File: config.mk
export PLATFORM = sky130hd
export DESIGN_NAME = host_arbiter
export DESIGN_NICKNAME = d
export VERILOG_FILES = /design/src/rtl/arb_pkg.sv /design/src/rtl/rr_pick.sv /design/src/rtl/host_arbiter.sv
export SDC_FILE = /design/constraint.sdc
export NUM_CORES = 1
export LEC_CHECK = 0
export ABC_AREA = 1
export BUFFER_PORTS_ARGS = -buffer_cell sky130_fd_sc_hd__buf_4
export CAP_MARGIN = 20
export CORE_AREA = 3 3 117 119
export DETAILED_ROUTE_END_ITERATION = 10
export DIE_AREA = 0 0 120 122
export HOLD_SLACK_MARGIN = 0.03
export SLEW_MARGIN = 5
export SYNTH_ARGS = -nofsm -noshare
export SYNTH_HDL_FRONTEND = slang
export SYNTH_SLANG_ARGS = --single-unit
export TNS_END_PERCENT = 50
File: constraint.sdc
create_clock -name clk_i -period 2.7 [get_ports clk_i]
set_input_delay 0.135 -clock clk_i [delete_from_list [all_inputs] [get_ports clk_i]]
set_output_delay 0.135 -clock clk_i [all_outputs]
set_load 0.01 [all_outputs]
File: src/rtl/arb_pkg.sv
// Shared types and helpers for the host port round-robin arbiter.
`ifndef DATA_WIDTH
`define DATA_WIDTH 32
`endif
`ifndef ADDR_WIDTH
`define ADDR_WIDTH 32
`endif

package arb_pkg;

    // Master ids are carried in a fixed-width field wide enough for the
    // largest supported master count, so the response tag type can live here
    // independently of any one arbiter's NrHosts.
    localparam int unsigned MaxHosts = 16;
    localparam int unsigned HostIdW  = (MaxHosts > 2) ? $clog2(MaxHosts) : 1;

    // Hold counter holds 0..MaxHold with MaxHold up to 15.
    localparam int unsigned HoldW    = 4;
    localparam int unsigned HoldIncW = HoldW + 1;

    // One entry of the read-response delay line.
    typedef struct packed {
        logic               valid;
        logic [HostIdW-1:0] id;
    } rsp_tag_t;

    // Next master id, wrapping to 0 after n-1.
    function automatic logic [HostIdW-1:0] wrap_inc(input logic [HostIdW-1:0] id,
                                                    input int unsigned        n);
        if (32'(id) + 32'd1 >= n) begin
            return '0;
        end
        return id + 1'b1;
    endfunction

endpackage

File: src/rtl/rr_pick.sv
// Combinational round-robin priority encoder: first requester at or after
// ptr, wrapping around. Holds no state.
module rr_pick #(
    parameter int unsigned N   = 2,
    parameter int unsigned IdW = 1
) (
    input  logic [N-1:0]   req_i,
    input  logic [IdW-1:0] ptr_i,
    output logic [IdW-1:0] sel_o,
    output logic           any_o
);

    logic           hi_hit;
    logic [IdW-1:0] hi_sel;
    logic [IdW-1:0] lo_sel;

    // Lowest requester at/above ptr wins; otherwise lowest requester below ptr.
    always_comb begin
        hi_hit = 1'b0;
        hi_sel = '0;
        lo_sel = '0;
        for (int j = int'(N) - 1; j >= 0; j--) begin
            if (req_i[j]) begin
                if (IdW'(j) >= ptr_i) begin
                    hi_hit = 1'b1;
                    hi_sel = IdW'(j);
                end else begin
                    lo_sel = IdW'(j);
                end
            end
        end
        sel_o = hi_hit ? hi_sel : lo_sel;
        any_o = |req_i;
    end

endmodule

File: src/rtl/host_arbiter.sv
// Round-robin arbiter sharing one bus host port between several masters,
// with a bounded hold for short bursts and read-response routing.
//
// Handshake: a master raises host_req_i with stable payload and keeps it until
// host_gnt_o pulses for it; a transfer happens in exactly the cycle where
// dev_req_o & dev_gnt_i are both high. Read data returns ReadLatency cycles
// after that cycle, flagged by host_rvalid_o for the issuing master only.
`ifndef DATA_WIDTH
`define DATA_WIDTH 32
`endif
`ifndef ADDR_WIDTH
`define ADDR_WIDTH 32
`endif

module host_arbiter
    import arb_pkg::*;
#(
    parameter int unsigned NrHosts      = 2,            // 2..MaxHosts
    parameter int unsigned DataWidth    = `DATA_WIDTH,
    parameter int unsigned AddressWidth = `ADDR_WIDTH,
    parameter int unsigned ReadLatency  = 1,            // 1..4
    parameter int unsigned MaxHold      = 4             // 1..15
) (
    input  logic                                 clk_i,
    input  logic                                 rst_i,
    input  logic [NrHosts-1:0]                   host_req_i,
    input  logic [NrHosts-1:0]                   host_we_i,
    input  logic [NrHosts-1:0][AddressWidth-1:0] host_addr_i,
    input  logic [NrHosts-1:0][DataWidth-1:0]    host_wdata_i,
    output logic [NrHosts-1:0]                   host_gnt_o,
    output logic [NrHosts-1:0]                   host_rvalid_o,
    output logic [NrHosts-1:0][DataWidth-1:0]    host_rdata_o,
    output logic                                 dev_req_o,
    output logic                                 dev_we_o,
    output logic [AddressWidth-1:0]              dev_addr_o,
    output logic [DataWidth-1:0]                 dev_wdata_o,
    input  logic                                 dev_gnt_i,
    input  logic [DataWidth-1:0]                 dev_rdata_i
);

    logic [HostIdW-1:0]  ptr_q, ptr_d;
    logic [HoldW-1:0]    hold_q, hold_d;
    logic [HostIdW-1:0]  sel;
    logic                any;
    logic [NrHosts-1:0]  sel_oh;
    logic                accept;
    logic                others;
    logic [HoldW-1:0]    hold_base;
    logic [HoldIncW-1:0] hold_inc;
    rsp_tag_t            rsp_q [ReadLatency];
    rsp_tag_t            rsp_in;
    rsp_tag_t            rsp_tail;

    rr_pick #(
        .N   (NrHosts),
        .IdW (HostIdW)
    ) u_pick (
        .req_i (host_req_i),
        .ptr_i (ptr_q),
        .sel_o (sel),
        .any_o (any)
    );

    // Forward the selected master's payload; everything is 0 when idle.
    always_comb begin
        sel_oh      = '0;
        dev_we_o    = 1'b0;
        dev_addr_o  = '0;
        dev_wdata_o = '0;
        for (int i = 0; i < int'(NrHosts); i++) begin
            if (any && sel == HostIdW'(i)) begin
                sel_oh[i]   = 1'b1;
                dev_we_o    = host_we_i[i];
                dev_addr_o  = host_addr_i[i];
                dev_wdata_o = host_wdata_i[i];
            end
        end
    end

    assign dev_req_o  = any;
    assign accept     = any & dev_gnt_i;
    assign host_gnt_o = accept ? sel_oh : '0;
    assign others     = |(host_req_i & ~sel_oh);

    // A grant to anyone other than the pointer owner starts a fresh burst.
    assign hold_base = (sel == ptr_q) ? hold_q : '0;
    assign hold_inc  = {1'b0, hold_base} + HoldIncW'(1);

    // Keep the port with the current master until its burst budget is spent
    // while someone else waits; then hand priority to the next master.
    always_comb begin
        ptr_d  = ptr_q;
        hold_d = hold_q;
        if (accept) begin
            if (hold_inc < HoldIncW'(MaxHold) || !others) begin
                ptr_d  = sel;
                hold_d = (hold_inc > HoldIncW'(MaxHold)) ? HoldW'(MaxHold)
                                                         : hold_inc[HoldW-1:0];
            end else begin
                ptr_d  = wrap_inc(sel, NrHosts);
                hold_d = '0;
            end
        end
    end

    // Arbitration state registers.
    always_ff @(posedge clk_i) begin
        if (rst_i) begin
            ptr_q  <= '0;
            hold_q <= '0;
        end else begin
            ptr_q  <= ptr_d;
            hold_q <= hold_d;
        end
    end

    assign rsp_in = '{valid: accept & ~dev_we_o, id: sel};

    // Delay line tracking which master owns each in-flight read.
    always_ff @(posedge clk_i) begin
        if (rst_i) begin
            for (int i = 0; i < int'(ReadLatency); i++) begin
                rsp_q[i] <= '0;
            end
        end else begin
            rsp_q[0] <= rsp_in;
            for (int i = 1; i < int'(ReadLatency); i++) begin
                rsp_q[i] <= rsp_q[i-1];
            end
        end
    end

    assign rsp_tail = rsp_q[ReadLatency-1];

    // Route the tail entry to its master; suppressed while reset is asserted
    // so a read caught by reset is never delivered.
    always_comb begin
        host_rvalid_o = '0;
        for (int i = 0; i < int'(NrHosts); i++) begin
            host_rvalid_o[i] = rsp_tail.valid && !rst_i && rsp_tail.id == HostIdW'(i);
            host_rdata_o[i]  = dev_rdata_i;
        end
    end

endmodule

==> reports/metrics.cfg, run 1 <==
[layout]
fillers = 1379
final_common_cell = buf_4
diodes = 0
final_cell_mix = buf_4, a32o_1, nand2_1
drive_gt1_frac = 0.634
nets = 514
area_delta_synth_final_pct = 76.5

[clock_network]
cts_buffers = 3
cts-root-buf = clkbuf_16
cts_tree = built
htree_num_levels = 1
worstSkewPairLatency_ps = 230
clock-sinks = 7
clkTransAtPathRegs_ps = 40
cts_buffer_depth = 2
hold_buffers = 0
cts_setup_buffers = 0
cts_resized = 0

[sta]
min_period_over_period = 0.713
hold_violations = 0
rsz0062_at_grt = no
slew_headroom = 0.557
max_freq_mhz = 520
final-setup-viol-count = 0
clock_skew_ps = 0.292
min_period_ps = 1920
worst_pin_slew_ps = 665
finalSetupTns_ps = 0
slew_viol_final = 0

[worst_setup_path]
crit_family = buffers and inverters
cpMostUsedCell = buf_4
critPathBufInv = 2
setup.worst_path.class = reg2out
crit_arrival_ps = 1790
rrSetupSlack_ps = 860
slowest_stage = buf_4
cp-start-kind = register
reg2reg_to = ptr_q[0]
critPathCaptureType = output pin
worstPathCellList = nand2_2 > buf_4 > a32o_1 > buf_4
max_stage_delay_ps = 530
worstPathRequired_ps = 2570
r2r-start = ptr_q[0]
path_max_fanout = 62
worstRegToRegCells = 10

[synth]
synthTopCellsByArea = a32o_1, buf_4, dfxtp_1, nand2_1, inv_1
synth_seq_cells = 7
yosysSeqAreaShare = 0.0835
synth_nets = 388
synthDistinctLibCells = 22
synth_top_area_cell = a32o_1
synth_top_area_share = 0.387
syn_avg_cell_area_um2 = 7.67
mappedNetlistArea_mm2 = 0.00168
yosys_warnings = 0
synthCells = 219

[routing]
drt_iter0_markers = 109
dr_total_vias = 2252
wire_per_inst_um = 15.4
routed_wl_um = 7960
drt-pass1-iter-count = 4
antenna_left = 0
via_per_inst = 4.36
drc = 0

[global_route]
grt_pass1_wl_um = 11300
grt_overflow = 0
antenna_found_initial = 0
grt.total_usage = 0.0950
grt_max_degree = 65
grt_pass1_vias = 2131

[run_status]
status = finished clean

[flow_run]
drv_cap = 0

[floorplanning]
die_w_um = 120
io_pins = 301
die_y_um = 122
start_util = 0.133
row_count = 41
dieArea_mm2 = 0.0146
core_area_mm2 = 0.0127

[pwr]
powerDensity_mw_per_mm2 = 311
peakVddDrop_v = 0.000144
total_power_uw = 920
cellLeakagePower_uw = 0.00143

[min_path]
hold_depth = 2
hold_class = in2reg
min-delay-start = rst_i
worstHoldEndpoint = hold_q[1]

[placed_design]
io_buffers = 204
dp_hpwl_um = 6450
gp_congestion = 0.777

[registers in the layout, indices dropped and copies added, names as in the netlist]
register,count
ptr_q,1
rsp_q,2
hold_q,4
[worst reg2reg max path, cell delays in order, from the launching register on]
cell and delay, ps:
dfxtp_1 380, nand2_2 150, a21boi_0 300, ha_1 260, nand4_2 130, nand3_2 120, nand2_2 80, nand2_1 60
nand2_1 50, o21ai_1 140, inv_1 50
[worst max-delay path by stage]
stage / from / endpoint / cells past startpoint
floorplan: ptr_q[0] / ptr_q[0] / 12
global placement: host_req_i[0] / host_gnt_o[0] / 7
detailed placement: host_req_i[0] / host_gnt_o[0] / 7
CTS: ptr_q[0] / dev_addr_o[16] / 4
global route: host_req_i[0] / host_gnt_o[0] / 7
finish: ptr_q[0] / dev_we_o / 4
[kinds of logic (layout without fill, tap and decap cells)]
family          count (synthesis)  in the layout  share of synthesized area
simple gates                   40             40                      0.121
fa+ha+maj                       2              2                     0.0149
buf+inv                        99            224                      0.374
flops                           7              7                     0.0835
compound gates                 71             71                      0.407
[cell usage after synthesis, drive strengths merged]
library cell and count:
buf 77, a32o 65, nand2 18, inv 13
clkbuf 9, dfxtp 7, nand3 7, nor2 6
nand4 5, a21oi 4, nor3 3, ha 2
a21boi 1, nor3b 1, o21ai 1
[power breakdown]
part	leakage, µW	total [µW]	internal (µW)	switching (µW)
clock network	0.0000382	259	197	61.7
logic	0.00134	549	319	230
registers	0.0000572	113	109	4.00
[layer usage]
| layer | track usage | vias up | wire length (µm) |
|---|---|---|---|
| met5 | 0 | - | 0 |
| met4 | 0.0272 | 0 | 155 |
| met3 | 0.0297 | 25 | 906 |
| met2 | 0.161 | 157 | 3970 |
| met1 | 0.116 | 1039 | 2930 |
| li1 | - | 1031 | - |
[stage by stage]
stage | utilization | std cells | area (µm²) | setup slack, ps | hold slack [ps]
floorplan | - | 219 | 1680 | 787 | 352
global placement | 0.228 | 512 | 2880 | 887 | 270
detailed placement | 0.228 | 512 | 2880 | 830 | 270
CTS | 0.234 | 516 | 2960 | 759 | 137
global route | 0.234 | 516 | 2960 | 615 | 150
finish | 0.234 | 516 | 2960 | 775 | 140
[area by class of cell]
class | count | area, µm² | area share
Timing Repair Buffer | 207 | 1570 | 0.529
Multi-Input combinational cell | 113 | 913 | 0.308
Tap cell | 172 | 215 | 0.0726
Sequential cell | 7 | 140 | 0.0473
Clock buffer | 4 | 78.8 | 0.0266
Inverter | 13 | 48.8 | 0.0165
(Power assumes the default switching activity.)
==> run 2, diff against run 1 <==
clock period = 1.8 ns   (was 2.7 ns; I/O delays follow)
==> run 2 against run 1 <==
Worst hold slack worse by 25 ps. Clock power up 47%. Sequential share of layout area shrank 0.099 points. Register-to-register slack worse by 720 ps. Setup slack got worse by 670 ps. Critical path depth grew 2. Final area rose by 3.0%. Combinational power increased by 56%. Largest power group unchanged. Critical path type unchanged. Highest routed layer unchanged. Clock skew barely moved. Critical endpoint unchanged.
==> reports/metrics.cfg, run 2 (synthesis results as in run 1) <==
[pwr]
swShare = 0.319  ; was 0.321
p_int_uw = 958  ; was 625 µW
seq_power_share = 0.121  ; was 0.123
peakVddDrop_v = 0.000234  ; was 0.000144 V
combinationalPowerShare = 0.607  ; was 0.596
switching_power_uw = 449  ; was 295 µW
cellLeakagePower_uw = 0.00147  ; was 0.00143 µW
clockPowerShare = 0.272  ; was 0.281
powerDensity_mw_per_mm2 = 461  ; was 311 mW/mm²

[placed_design]
io_buffers = 204  ; unchanged
placed_cell_area_mm2 = 0.00293  ; was 0.00288 mm²
gp_congestion = 0.770  ; was 0.777
dp_hpwl_um = 6880  ; was 6450 µm

[floorplanning]
dieArea_mm2 = 0.0146  ; unchanged
io_pins = 301  ; unchanged
row_count = 41  ; unchanged
start_util = 0.133  ; unchanged
core_area_mm2 = 0.0127  ; unchanged
die_y_um = 122  ; unchanged
die_w_um = 120  ; unchanged

[clock_network]
clkTransAtPathRegs_ps = 40  ; about the same
htree_num_levels = 1  ; unchanged
cts-root-buf = clkbuf_16  ; unchanged
clock-sinks = 7  ; unchanged
cts_tree = built  ; unchanged
hold_buffers = 0  ; unchanged
worstSkewPairLatency_ps = 230  ; about the same
cts_buffer_depth = 2  ; unchanged
cts_buffers = 3  ; unchanged

[layout]
diodes = 0  ; unchanged
largest-register = hold_q  ; unchanged
largest_reg_flops = 4  ; unchanged
top_regs = hold_q x4, rsp_q x2, ptr_q x1  ; unchanged
drive_gt1_frac = 0.654  ; was 0.634
area_delta_synth_final_pct = 81.8  ; was 76.5%
nets = 520  ; was 514
design_area_mm2 = 0.00305  ; was 0.00296 mm²
final_cell_mix = buf_4, a32o_1, nand2_1  ; unchanged
final_common_cell = buf_4  ; unchanged

[worst_setup_path]
r2r-start = ptr_q[0]  ; unchanged
critPathBufInv = 3  ; was 2
crit_family = buffers and inverters  ; unchanged
worstPathRequired_ps = 1710  ; was 2570 ps
crit_arrival_ps = 1610  ; was 1790 ps
path_max_fanout = 35  ; was 62
setup.worst_path.class = reg2out  ; unchanged
slowest_stage = dfxtp_2  ; was buf_4
critPathCaptureType = output pin  ; unchanged
critPathLaunch = ptr_q[0]  ; unchanged
cp-start-kind = register  ; unchanged
max_stage_delay_ps = 330  ; was 530 ps
worstPathCellList = nand2_2 > buf_12 > nand2_2 > buf_12 > a32o_1 > buf_4  ; was nand2_2 > buf_4 > a32o_1 > buf_4

[sta]
min_period_ps = 1700
worst_pin_slew_ps = 411  ; was 665 ps
slew_headroom = 0.726  ; was 0.557
hold_violations = 0  ; unchanged
final-setup-viol-count = 0  ; unchanged
min_period_over_period = 0.942
max_freq_mhz = 590
finalSetupTns_ps = 0  ; unchanged
slew_viol_final = 0  ; unchanged
rsz0062_at_grt = no  ; unchanged
clock_skew_ps = 0.522  ; was 0.292 ps

[routing]
drt_iter0_markers = 104  ; was 109
antenna_left = 0  ; unchanged
drt-pass1-iter-count = 4  ; unchanged
dr_total_vias = 2274  ; was 2,252
drc = 0  ; unchanged
routed_wl_um = 8500  ; was 7960 µm
via_per_inst = 4.36  ; about the same
wire_per_inst_um = 16.3  ; was 15.4 µm

[min_path]
hold_class = in2reg  ; unchanged
min-delay-start = rst_i  ; unchanged

[global_route]
grt_max_degree = 38  ; was 65
grt.total_usage = 0.0988  ; was 0.0950
grt_overflow = 0  ; unchanged
antenna_found_initial = 0  ; unchanged
grt_pass1_wl_um = 11800  ; was 11,300 µm
grt_pass1_vias = 2230  ; was 2,131

[flow_run]
drv_cap = 0  ; unchanged

[run_status]
status = finished clean  ; unchanged

[run 2: worst reg2reg max path: stages (launching register included)]
cell and delay, ps:
dfxtp_2 350, inv_1 70, nand2_1 110, nand2_2 80, nand2_2 90, inv_2 60
ha_4 160, nand4_1 80, nand2_1 70, nand3_2 90, nand2_2 90, nand2_1 70
nand2_1 50, o21ai_1 130, inv_1 50
[run 2: timing repair]
action                     4_1_cts  5_1_grt
hold endpoints to repair         0        0
buffers inserted                 0        2
gates resized for setup          2        5
pin swaps                        0        4
setup endpoints to repair       66       19
[run 2: stage by stage]
step	total power (µW)	utilization	cells	hold slack (ps)	setup slack [ps]
2_1_floorplan	646	-	219	272	22.3
3_3_place_gp	1010	0.231	516	180	172
3_5_place_dp	1020	0.231	516	180	35.8
4_1_cts	1410	0.238	520	112	27.9
5_1_grt	1490	0.241	522	124	8.11
6_report	1410	0.241	522	115	105
[run 2: path summary, 6_finish.rpt]
check / slack (ps) / endpoint / cells after the start
setup / recovery: 100 / dev_we_o / 6
hold / removal: 110 / hold_q[0] / 2
setup reg to reg: 140 / ptr_q[0] / 14
hold reg to reg: 490 / hold_q[3] / 2
[run 2: power by group through the flow]
stage	registers (µW)	clock network, µW	logic, µW
after CTS	169	390	853
after detailed placement	172	0	847
after floorplan	170	0	476
after global routing	171	400	915
after global placement	171	0	834
final	170	382	855
[run 2: cell type report]
class / instances / area, µm²
multi-input cells: 113 / 932
fillers: 1366 / 9620
inverters: 13 / 48.8
clock buffers: 4 / 78.8
repair buffers: 213 / 1640
well taps: 172 / 215
flip-flops and latches: 7 / 141
[run 2: per-layer routing]
| layer | vias to the layer above | share of wire | GRT usage |
|---|---|---|---|
| met1 | 1060 | 0.35 | 0.111 |
| met2 | 141 | 0.53 | 0.179 |
| li1 | 1045 | - | - |
| met4 | 0 | 0.022 | 0.0315 |
| met5 | - | 0 | 0 |
| met3 | 28 | 0.10 | 0.0288 |
==> run 3, diff against run 2 <==
CORE_AREA = 3 3 115 117   (was 3 3 117 119)
DIE_AREA = 0 0 118 120   (was 0 0 120 122)
==> run 3 against run 2 <==
Clock-buffer cell count shrank 1. Via count grew 0.53%. Register-to-register slack lost 50 ps. Sequential power is essentially flat. Sequential cell count is the same. Non-clock buffer count shrank 2. Clock skew grew 2.3 ps. Critical endpoint is now ptr_q[0].
==> reports/metrics.cfg, run 3 (synthesis results as in run 1) <==
[routing]
via_per_inst = 4.40  ; was 4.36
dr_total_vias = 2286  ; was 2,274
wire_per_inst_um = 15.9  ; was 16.3 µm
drc = 0  ; unchanged
antenna_left = 0  ; unchanged
drt-pass1-iter-count = 5  ; was 4
routed_wl_um = 8280  ; was 8500 µm
drt_iter0_markers = 113  ; was 104

[layout]
largest-register = hold_q  ; unchanged
seqCellArea_um2 = 144  ; was 141 µm²
drive_gt1_frac = 0.658  ; was 0.654
fillers = 1378  ; was 1,366
diodes = 0  ; unchanged
final_cell_mix = buf_4, a32o_1, nand2_1  ; unchanged
top_regs = hold_q x4, rsp_q x2, ptr_q x1  ; unchanged
nets = 518  ; was 520
area_delta_synth_final_pct = 80.0  ; was 81.8%
fin_util = 0.242  ; was 0.241
largest_reg_flops = 4  ; unchanged
final_common_cell = buf_4  ; unchanged
multi_input_area_um2 = 937  ; was 932 µm²

[clock_network]
clock-sinks = 7  ; unchanged
cts_buffer_depth = 2  ; unchanged
clkTransAtPathRegs_ps = 40  ; about the same
cts_tree = built  ; unchanged
worstSkewPairLatency_ps = 230  ; about the same
cts_buffers = 3  ; unchanged
cts-root-buf = clkbuf_16  ; unchanged
htree_num_levels = 1  ; unchanged

[sta]
worst_pin_slew_ps = 692  ; was 411 ps
clock_skew_ps = 2.77  ; was 0.522 ps
final-setup-viol-count = 0  ; unchanged
max_freq_mhz = 586  ; was 590 MHz
slew_headroom = 0.538  ; was 0.726
finalSetupTns_ps = 0  ; unchanged
min_period_over_period = 0.948  ; was 0.942
min_period_ps = 1710  ; was 1700 ps
hold_violations = 0  ; unchanged
slew_viol_final = 0  ; unchanged

[floorplanning]
io_pins = 301  ; unchanged
start_util = 0.135  ; was 0.133
die_w_um = 118  ; was 120 µm
core_area_mm2 = 0.0125  ; was 0.0127 mm²
dieArea_mm2 = 0.0142  ; was 0.0146 mm²
die_y_um = 120  ; was 122 µm
row_count = 41  ; unchanged

[worst_setup_path]
worstPathCellList = inv_2 > nand2_2 > nand2_2 > nand2_1 > inv_2 > ha_4 > nand4_1 > nand2_1 > nand3_2 > nand2_2 > nor2_1 > o21ai_1 > inv_1  ; was nand2_2 > buf_12 > nand2_2 > buf_12 > a32o_1 > buf_4
worstPathRequired_ps = 1920  ; was 1710 ps
cp-start-kind = register  ; unchanged
critPathCaptureType = register  ; was output pin
max_stage_delay_ps = 360  ; was 330 ps
crit_arrival_ps = 1830  ; was 1610 ps
cpMostUsedCell = nand2_2
r2r-start = ptr_q[0]  ; unchanged
setup.worst_path.class = reg2reg  ; was reg2out
slowest_stage = dfxtp_4  ; was dfxtp_2
path_max_fanout = 4  ; was 35
critPathLaunch = ptr_q[0]  ; unchanged

[pwr]
total_power_uw = 1390  ; was 1410 µW
cellLeakagePower_uw = 0.00146  ; was 0.00147 µW
powerDensity_mw_per_mm2 = 460  ; was 461 mW/mm²
peakVddDrop_v = 0.000362  ; was 0.000234 V

[global_route]
grt_pass1_wl_um = 12000  ; was 11,800 µm
antenna_found_initial = 0  ; unchanged
grt_max_degree = 68  ; was 38
grt_pass1_vias = 2238  ; was 2,230
grt.total_usage = 0.102  ; was 0.0988
grt_overflow = 0  ; unchanged

[min_path]
min-delay-start = rst_i  ; unchanged
hold_class = in2reg  ; unchanged

[placed_design]
io_buffers = 204  ; unchanged
dp_hpwl_um = 6670  ; was 6880 µm
gp_congestion = 0.758  ; was 0.770

[flow_run]
drv_cap = 0  ; unchanged

[run_status]
status = finished clean  ; unchanged

run 3: changes by cell type in the layout (fill, tap and decap cells not counted), sizes merged:
cell / delta
clkbuf: -1
clkinv: +1
buf: -2
run 3: worst paths after layout:
check / endpoint / slack, ps / cells past startpoint
max: ptr_q[0] / 90 / 13
min: hold_q[0] / 100 / 2
max reg2reg: ptr_q[0] / 90 / 13
min reg2reg: hold_q[3] / 500 / 2
run 3: power by group:
part	switching (µW)	internal [µW]
clock	92.9	292
sequential	7.13	163
combinational	347	488
run 3: through the flow:
step	cells	worst slack, ps	hold slack (ps)	area, µm²
6_report	520	94.3	100	3020
5_1_grt	520	-13.6	112	3020
4_1_cts	519	32.8	95.4	2990
3_5_place_dp	515	56.0	180	2910
3_3_place_gp	515	170	180	2910
2_1_floorplan	219	22.3	272	1690
run 3: cell type report:
| class | instances | share of cell area |
|---|---|---|
| multi-input cells | 113 | 0.310 |
| clock inverters | 1 | 0.00166 |
| flip-flops and latches | 7 | 0.0476 |
| well taps | 172 | 0.0712 |
| clock buffers | 3 | 0.0248 |
| repair buffers | 211 | 0.528 |
| inverters | 13 | 0.0161 |
run 3: repair_timing:
action,in CTS,in global routing
resized for setup,0,7
endpoints found under the setup margin,0,3
hold buffers,0,0
buffers inserted,0,1
run 3: routing by layer:
layer / track usage / routed length [µm]
met1: 0.122 / 3150
met2: 0.177 / 4120
met3: 0.0264 / 805
met4: 0.0337 / 201
met5: 0 / 0
run 3: worst max-delay path, delay by kind of cell (launching register included):
family | cells | cell delay [ps]
simple gates | 8 | 740
flops | 1 | 360
buf+inv | 3 | 220
fa+ha+maj | 1 | 150
compound gates | 1 | 140
